File: src/rtl/sram_ctl_pkg.sv
// rtl/sram_ctl_pkg.sv - shared widths, FSM encoding and descriptor type for the SRAM write path
package sram_ctl_pkg;

  localparam int DATA_W     = 64;
  localparam int DES_PORT_W = 4;
  localparam int PACK_LEN_W = 7;
  localparam int ADDR_W     = 11;
  localparam int DEPTH      = 1 << ADDR_W;
  localparam int MAX_PKT    = (1 << PACK_LEN_W) - 1;

  // Largest used count that still leaves room for a maximum-length packet.
  localparam logic [ADDR_W:0] USED_RDY_MAX = (ADDR_W+1)'(DEPTH - MAX_PKT);

  localparam logic [1:0] ST_IDLE  = 2'd0;
  localparam logic [1:0] ST_WRITE = 2'd1;
  localparam logic [1:0] ST_DRAIN = 2'd2;

  typedef struct packed {
    logic [DES_PORT_W-1:0] port;
    logic [ADDR_W-1:0]     addr;
    logic [PACK_LEN_W-1:0] len;
  } desc_t;

endpackage

File: src/rtl/sram_write_ctl_space.sv
// rtl/sram_write_ctl_space.sv - sram_space_cnt: used-word accounting and registered in_rdy
module sram_space_cnt
  import sram_ctl_pkg::*;
(
  input  logic                  clk,
  input  logic                  rst,
  input  logic                  reserve_en,
  input  logic [PACK_LEN_W-1:0] reserve_len,
  input  logic                  excess_en,
  input  logic [PACK_LEN_W-1:0] excess_len,
  input  logic                  rel_vld,
  input  logic [PACK_LEN_W-1:0] rel_len,
  input  logic                  idle_next,
  output logic [ADDR_W:0]       used_words,
  output logic                  in_rdy,
  output logic                  underflow
);

  logic [ADDR_W:0]   used_q, used_d;
  logic              rdy_q, rdy_d;
  logic [ADDR_W+1:0] add_v, sub_v;

  // One combined update per cycle: reserve adds, excess and release subtract, floor at zero.
  always_comb begin
    add_v = (ADDR_W+2)'(used_q) + (reserve_en ? (ADDR_W+2)'(reserve_len) : '0);
    sub_v = (excess_en ? (ADDR_W+2)'(excess_len) : '0) + (rel_vld ? (ADDR_W+2)'(rel_len) : '0);
    underflow = 1'b0;
    used_d = (ADDR_W+1)'(add_v - sub_v);
    if (sub_v > add_v) begin
      used_d    = '0;
      underflow = 1'b1;
    end
    rdy_d = idle_next && (used_d <= USED_RDY_MAX);
  end

  // Counter and ready flag registers.
  always_ff @(posedge clk or posedge rst) begin
    if (rst) begin
      used_q <= '0;
      rdy_q  <= 1'b0;
    end else begin
      used_q <= used_d;
      rdy_q  <= rdy_d;
    end
  end

  assign used_words = used_q;
  assign in_rdy     = rdy_q;

endmodule

File: src/rtl/sram_write_ctl.sv
// rtl/sram_write_ctl.sv - packet writer into circular SRAM with descriptors; stats ports under WRITE_CTL_STATS_EN
module sram_write_ctl
  import sram_ctl_pkg::*;
(
  input  logic                  clk,
  input  logic                  rst,
  input  logic                  in_vld,
  input  logic                  in_sop,
  input  logic                  in_eop,
  input  logic [DATA_W-1:0]     in_data,
  input  logic [DES_PORT_W-1:0] in_des_port,
  input  logic [PACK_LEN_W-1:0] in_pack_length,
  output logic                  in_rdy,
  output logic                  sram_we,
  output logic [ADDR_W-1:0]     sram_addr,
  output logic [DATA_W-1:0]     sram_wdata,
  output logic                  desc_vld,
  output logic [DES_PORT_W-1:0] desc_port,
  output logic [ADDR_W-1:0]     desc_addr,
  output logic [PACK_LEN_W-1:0] desc_len,
  input  logic                  rel_vld,
  input  logic [PACK_LEN_W-1:0] rel_len,
  output logic [ADDR_W:0]       used_words,
  output logic                  err_len
`ifdef WRITE_CTL_STATS_EN
  ,
  output logic [15:0]           stat_pkt_cnt,
  output logic [15:0]           stat_err_cnt
`endif
);

  localparam logic [PACK_LEN_W-1:0] LEN_ONE  = 1;
  localparam logic [ADDR_W-1:0]     ADDR_ONE = 1;

  logic [1:0]            state_q, state_d;
  logic [ADDR_W-1:0]     wr_ptr_q, wr_ptr_d;
  desc_t                 cur_q, cur_d;
  logic [PACK_LEN_W-1:0] cnt_q, cnt_d;
  logic                  we_q, we_d;
  logic [ADDR_W-1:0]     waddr_q, waddr_d;
  logic [DATA_W-1:0]     wdata_q, wdata_d;
  logic                  dvld_q, dvld_d;
  desc_t                 desc_q, desc_d;
  logic                  err_q, err_d;

  logic                  commit;
  desc_t                 commit_desc;
  logic [PACK_LEN_W-1:0] commit_len;
  logic                  proto_err;
  logic                  reserve_en;
  logic                  excess_en;
  logic [PACK_LEN_W-1:0] excess_len;
  logic                  underflow;
  logic                  idle_next;

  // Packet FSM: accept, write, drain overrun words, and commit the descriptor.
  always_comb begin
    state_d     = state_q;
    wr_ptr_d    = wr_ptr_q;
    cur_d       = cur_q;
    cnt_d       = cnt_q;
    we_d        = 1'b0;
    waddr_d     = waddr_q;
    wdata_d     = wdata_q;
    commit      = 1'b0;
    commit_desc = '{port: cur_q.port, addr: cur_q.addr, len: cnt_q};
    commit_len  = cur_q.len;
    proto_err   = 1'b0;
    reserve_en  = 1'b0;
    case (state_q)
      ST_IDLE: begin
        if (in_vld) begin
          if (!in_sop || !in_rdy) begin
            proto_err = 1'b1;
          end else if (in_pack_length == '0) begin
            proto_err = 1'b1;
            cur_d.len = '0;
            cnt_d     = '0;
            if (!in_eop) state_d = ST_DRAIN;
          end else begin
            cur_d      = '{port: in_des_port, addr: wr_ptr_q, len: in_pack_length};
            cnt_d      = LEN_ONE;
            reserve_en = 1'b1;
            we_d       = 1'b1;
            waddr_d    = wr_ptr_q;
            wdata_d    = in_data;
            wr_ptr_d   = wr_ptr_q + ADDR_ONE;
            if (in_eop) begin
              commit      = 1'b1;
              commit_desc = '{port: in_des_port, addr: wr_ptr_q, len: LEN_ONE};
              commit_len  = in_pack_length;
            end else if (in_pack_length == LEN_ONE) begin
              proto_err = 1'b1;
              state_d   = ST_DRAIN;
            end else begin
              state_d = ST_WRITE;
            end
          end
        end
      end
      ST_WRITE: begin
        if (in_vld) begin
          we_d     = 1'b1;
          waddr_d  = wr_ptr_q;
          wdata_d  = in_data;
          wr_ptr_d = wr_ptr_q + ADDR_ONE;
          cnt_d    = cnt_q + LEN_ONE;
          if (in_sop) proto_err = 1'b1;
          if (in_eop) begin
            commit           = 1'b1;
            commit_desc.len  = cnt_q + LEN_ONE;
          end else if ((cnt_q + LEN_ONE) == cur_q.len) begin
            proto_err = 1'b1;
            state_d   = ST_DRAIN;
          end
        end
      end
      ST_DRAIN: begin
        if (in_vld && in_eop) begin
          if (cur_q.len != '0) commit = 1'b1;
          else state_d = ST_IDLE;
        end
      end
      default: state_d = ST_IDLE;
    endcase
    if (commit) state_d = ST_IDLE;
    excess_en  = commit && (commit_desc.len != commit_len);
    excess_len = commit_len - commit_desc.len;
    dvld_d     = commit;
    desc_d     = commit ? commit_desc : desc_q;
  end

  assign idle_next = (state_d == ST_IDLE);
  assign err_d     = proto_err | excess_en | underflow;

  sram_space_cnt u_space (
    .clk         (clk),
    .rst         (rst),
    .reserve_en  (reserve_en),
    .reserve_len (in_pack_length),
    .excess_en   (excess_en),
    .excess_len  (excess_len),
    .rel_vld     (rel_vld),
    .rel_len     (rel_len),
    .idle_next   (idle_next),
    .used_words  (used_words),
    .in_rdy      (in_rdy),
    .underflow   (underflow)
  );

  // Control state and registered SRAM/descriptor/error outputs.
  always_ff @(posedge clk or posedge rst) begin
    if (rst) begin
      state_q  <= ST_IDLE;
      wr_ptr_q <= '0;
      cur_q    <= '0;
      cnt_q    <= '0;
      we_q     <= 1'b0;
      waddr_q  <= '0;
      wdata_q  <= '0;
      dvld_q   <= 1'b0;
      desc_q   <= '0;
      err_q    <= 1'b0;
    end else begin
      state_q  <= state_d;
      wr_ptr_q <= wr_ptr_d;
      cur_q    <= cur_d;
      cnt_q    <= cnt_d;
      we_q     <= we_d;
      waddr_q  <= waddr_d;
      wdata_q  <= wdata_d;
      dvld_q   <= dvld_d;
      desc_q   <= desc_d;
      err_q    <= err_d;
    end
  end

  assign sram_we    = we_q;
  assign sram_addr  = waddr_q;
  assign sram_wdata = wdata_q;
  assign desc_vld   = dvld_q;
  assign desc_port  = desc_q.port;
  assign desc_addr  = desc_q.addr;
  assign desc_len   = desc_q.len;
  assign err_len    = err_q;

`ifdef WRITE_CTL_STATS_EN
  logic [15:0] pkt_cnt_q, pkt_cnt_d;
  logic [15:0] err_cnt_q, err_cnt_d;

  // Wrapping event counters for committed descriptors and error pulses.
  always_comb begin
    pkt_cnt_d = pkt_cnt_q + {15'd0, dvld_d};
    err_cnt_d = err_cnt_q + {15'd0, err_d};
  end

  // Statistics registers.
  always_ff @(posedge clk or posedge rst) begin
    if (rst) begin
      pkt_cnt_q <= '0;
      err_cnt_q <= '0;
    end else begin
      pkt_cnt_q <= pkt_cnt_d;
      err_cnt_q <= err_cnt_d;
    end
  end

  assign stat_pkt_cnt = pkt_cnt_q;
  assign stat_err_cnt = err_cnt_q;
`endif

endmodule

File: config.mk
export PLATFORM = sky130hd
export DESIGN_NAME = sram_write_ctl
export DESIGN_NICKNAME = d
export VERILOG_FILES = /design/src/rtl/sram_ctl_pkg.sv /design/src/rtl/sram_write_ctl_space.sv /design/src/rtl/sram_write_ctl.sv
export SDC_FILE = /design/constraint.sdc
export NUM_CORES = 1
export LEC_CHECK = 0
export ABC_CLOCK_PERIOD_IN_PS = 7000
export BUFFER_PORTS_ARGS = -buffer_cell sky130_fd_sc_hd__buf_2
export CAP_MARGIN = 5
export CORE_MARGIN = 2
export CORE_UTILIZATION = 54
export CTS_CLUSTER_DIAMETER = 150
export DETAILED_ROUTE_END_ITERATION = 10
export GPL_TIMING_DRIVEN = 0
export PLACE_DENSITY = 0.81
export SYNTH_ARGS = -nofsm -noshare
export SYNTH_HDL_FRONTEND = slang
export SYNTH_SLANG_ARGS = --single-unit
File: constraint.sdc
create_clock -name clk -period 7 [get_ports clk]
set_input_delay 0.35 -clock clk [delete_from_list [all_inputs] [get_ports clk]]
set_output_delay 0.35 -clock clk [all_outputs]
set_load 0.02 [all_outputs]
==> results.py <==
metrics = {
    "yosys": {
        "synth_largest_area_cell": "sky130_fd_sc_hd__dfrtp_1",
        "synthesis.instances": 734,
        "synth_common_cells": "155 x sky130_fd_sc_hd__dfrtp_1, 61 x sky130_fd_sc_hd__mux2_2, 45 x sky130_fd_sc_hd__nand2_1",
        "postSynthNetCount": 865,
        "ys_ff_latch": 155,
        "synth-main-ff-cell": "sky130_fd_sc_hd__dfrtp_1",
        "synth_edf_count": 0,
        "yosys.cell_count.top_type": "sky130_fd_sc_hd__dfrtp_1",
        "synthesis.area_per_instance_um2": 11.26,
        "synth.top_cell.area_share_pct": 46.93,
        "ys.warnings.count": 0,
        "ys_types": 69,
        "ys_seq_area_share_pct": 46.93,
        "post_synthesis_instance_area_um2": 8264,
        "async_reset_ff_share_pct": 100.0,
        "ys_top_cells_by_area": "sky130_fd_sc_hd__dfrtp_1 47%, sky130_fd_sc_hd__mux2_2 8.3%, sky130_fd_sc_hd__ha_1 5.9%",
    },
    "die": {
        "coreArea_um2": 15090,
        "die_x_um": 127.7,
        "num_rows": 45,
        "die_area_um2": 16310,
        "floorplan.initialDensity_pct": 54.77,
        "die_height_um": 127.7,
        "ios": 201,
    },
    "sta": {
        "finalHoldViolCount": 0,
        "timing.clock.skew_ns": 0.008842,
        "final_worst_hold_slack_ns": 0.06029,
        "layout_worst_path_cycle_share_pct": 92.80,
        "setup_ws_ns": 0.5043,
        "slew-limit-headroom_pct": 52.71,
        "tightest_pin_transition_ns": 0.7093,
        "totalNegativeSetupSlack_ns": 0,
        "grt_setup_unrepaired": "no",
        "timing.final.max_slew_violations": 0,
        "fmax_mhz": 153.9,
        "fin_crit_ns": 6.496,
        "setup_viol": 0,
    },
    "cells_and_area": {
        "flow.area_growth_from_synthesis_pct": 22.47,
        "drive_above_1_share_pct": 33.37,
        "antenna_cells_inserted": 0,
        "final_design_area_no_fill_um2": 10120,
        "finalNetCount": 1083,
    },
    "worst_setup_path": {
        "regToRegStartpoint": "state_q[1]",
        "crit_path_max_incr_delay_ns": 0.45,
        "number_of_cell_instances_on_the_worst_register_to_register_path": 26,
        "critPathMaxFanout": 10,
        "path_delay_family": "compound AO/OA/AOI/OAI gates",
        "cp_num_buf_inv": 5,
        "critPathRequiredTime_ns": 7.33,
        "reg2reg_setup_slack_ns": 0.50,
        "critPathSlowestCell": "sky130_fd_sc_hd__fa_1",
        "worstSetupPathType": "reg -> reg",
        "critPathArrivalTime_ns": 6.82,
        "crit-reg2reg-capture": "u_space.in_rdy",
        "kind_of_start_point_of_the_critical_path": "register",
        "critPathCaptureType": "register",
    },
    "detailed_routing": {
        "postRouteAntennaNets": 0,
        "initialDrtViolationCount": 369,
        "drt_pre_antenna_iters": 5,
        "overall_routed_net_length_mm": 19.07,
        "post-route-drc-count": 0,
        "routed_wire_length_per_instance_um": 16.54,
        "via_density_per_instance": 5.513,
        "vias": 6356,
    },
    "cts": {
        "clock-root-buffer": "sky130_fd_sc_hd__clkbuf_16",
        "cts_htree_levels": 4,
        "tritoncts": "done",
        "cts.hold.buffers_added": 0,
        "clk_pin_slew_ns": 0.07,
        "worstSkewPairLatency_ns": 0.42,
        "cts.repair_timing.setup_buffer_count": 0,
        "cts-root-to-sink-buffers": 2,
        "cts_inserted_buffers": 17,
        "clkSinkCount": 155,
        "post_cts.resized_instances": 0,
    },
    "job": {
        "max_cap_viols": 0,
    },
    "global_route": {
        "vias_in_the_first_global_route": 6178,
        "globalRouteTotalUtil_pct": 23.64,
        "globalRouteOverflowTotal": 0,
        "grt_antenna_before_repair": 0,
        "grt_pass1_wl_mm": 30.32,
        "grt_max_degree": 81,
    },
    "pwr": {
        "power-per-cell-area_nw_per_um2": 484.0,
        "power_mw": 4.899,
        "worst_vdd_ir_uv": 296.9,
        "leakage_power_total_nw": 4.978,
    },
    "placement": {
        "placedInstanceArea_um2": 9523,
        "dpl_worst_slack_ns": 0.3359,
        "detailedPlacementHpwl_mm": 14.49,
        "portBuffers": 198,
        "gp_routability_congestion": 0.9216,
    },
    "run_status": {
        "status": "finished, final reports clean",
    },
    "hold_path": {
        "min-delay-path-class": "in -> async",
    },
}
-- how the worst max path moves through the flow --
stage,from,end,slack [ns],cells past startpoint
after floorplan,in_eop,u_space.in_rdy,1.20,27
after CTS,state_q[1],u_space.in_rdy,0.48,26
after global routing,state_q[1],u_space.in_rdy,0.001,26
after detailed placement,in_eop,u_space.in_rdy,0.34,27
after global placement,in_eop,u_space.in_rdy,0.36,27
final,state_q[1],u_space.in_rdy,0.50,26
-- kinds of logic (layout without fill, tap and decap cells) --
logic type | count (synthesis) | count (layout) | share of synthesized area [%]
mux | 117 | 117 | 15.64
compound gates | 130 | 130 | 10.39
fa+ha+maj | 43 | 43 | 6.874
xor+xnor | 47 | 47 | 5.314
flops | 155 | 155 | 46.93
buf+inv | 69 | 300 | 3.740
simple gates | 173 | 173 | 11.11
-- report_power, final --
group	internal, mW	total (mW)	switching (mW)
combinational	1.05	2.49	1.44
sequential	1.26	1.49	0.231
clock	0.528	0.912	0.383
-- cell usage in the layout (no fill, tap or decap), types with 4 or more instances in the layout --
cell type / synthesis / final
sky130_fd_sc_hd__nor3_1: 7 / 7
sky130_fd_sc_hd__o21ai_0: 42 / 42
sky130_fd_sc_hd__inv_6: 0 / 4
sky130_fd_sc_hd__xnor2_1: 25 / 25
sky130_fd_sc_hd__clkbuf_1: 14 / 14
sky130_fd_sc_hd__o21a_1: 4 / 4
sky130_fd_sc_hd__clkinv_4: 0 / 4
sky130_fd_sc_hd__dfrtp_1: 155 / 155
sky130_fd_sc_hd__buf_6: 4 / 4
sky130_fd_sc_hd__xor2_1: 20 / 20
sky130_fd_sc_hd__clkbuf_16: 0 / 17
sky130_fd_sc_hd__mux2_2: 61 / 61
sky130_fd_sc_hd__nor2_1: 31 / 31
sky130_fd_sc_hd__nand4_1: 5 / 5
sky130_fd_sc_hd__nand3_1: 13 / 13
sky130_fd_sc_hd__a21o_1: 21 / 21
sky130_fd_sc_hd__nand2b_1: 8 / 8
sky130_fd_sc_hd__a211oi_1: 5 / 5
sky130_fd_sc_hd__fa_1: 4 / 4
sky130_fd_sc_hd__ha_1: 39 / 39
sky130_fd_sc_hd__inv_1: 36 / 35
sky130_fd_sc_hd__mux2_1: 36 / 36
sky130_fd_sc_hd__and3_1: 7 / 7
sky130_fd_sc_hd__and2_1: 26 / 26
sky130_fd_sc_hd__o21bai_1: 4 / 4
sky130_fd_sc_hd__nand2_1: 45 / 45
sky130_fd_sc_hd__buf_2: 13 / 210
sky130_fd_sc_hd__mux2i_1: 20 / 20
sky130_fd_sc_hd__a21oi_1: 21 / 21
sky130_fd_sc_hd__nor2b_1: 5 / 5
-- flip-flops by register name, summed over array words and instances, names as in the netlist --
name	cells
cnt_q	7
sram_wdata	64
sram_we	1
u_space.used_words	12
state_q	2
cur_q	22
err_len	1
desc_len	7
sram_addr	11
u_space.in_rdy	1
desc_addr	11
wr_ptr_q	11
desc_vld	1
desc_port	4
-- through the flow --
| step | cells | utilization (%) |
|---|---|---|
| after floorplan | 734 | - |
| after global placement | 1120 | 62.89 |
| after detailed placement | 1121 | 63.11 |
| after CTS | 1153 | 67.06 |
| after global routing | 1153 | 67.07 |
| final | 1153 | 67.07 |
-- metal layers --
metal	GRT usage (%)	vias to the layer above	share of wire [%]
li1	-	3030	-
met2	40.20	207	49
met3	4.215	38	4.7
met4	9.761	0	2.9
met1	29.98	3081	43
met5	0	-	0
-- area by class of cell --
| cell class | instances | area [um2] |
|---|---|---|
| flip-flops and latches | 155 | 3879 |
| clock buffers | 20 | 466.7 |
| clock inverters | 12 | 128.9 |
| plain buffers | 32 | 172.7 |
| multi-input cells | 510 | 4076 |
| fillers | 1154 | 4969 |
| inverters | 37 | 143.9 |
| repair buffers | 199 | 1018 |
| well taps | 188 | 235.2 |
(Power assumes the default switching activity.)
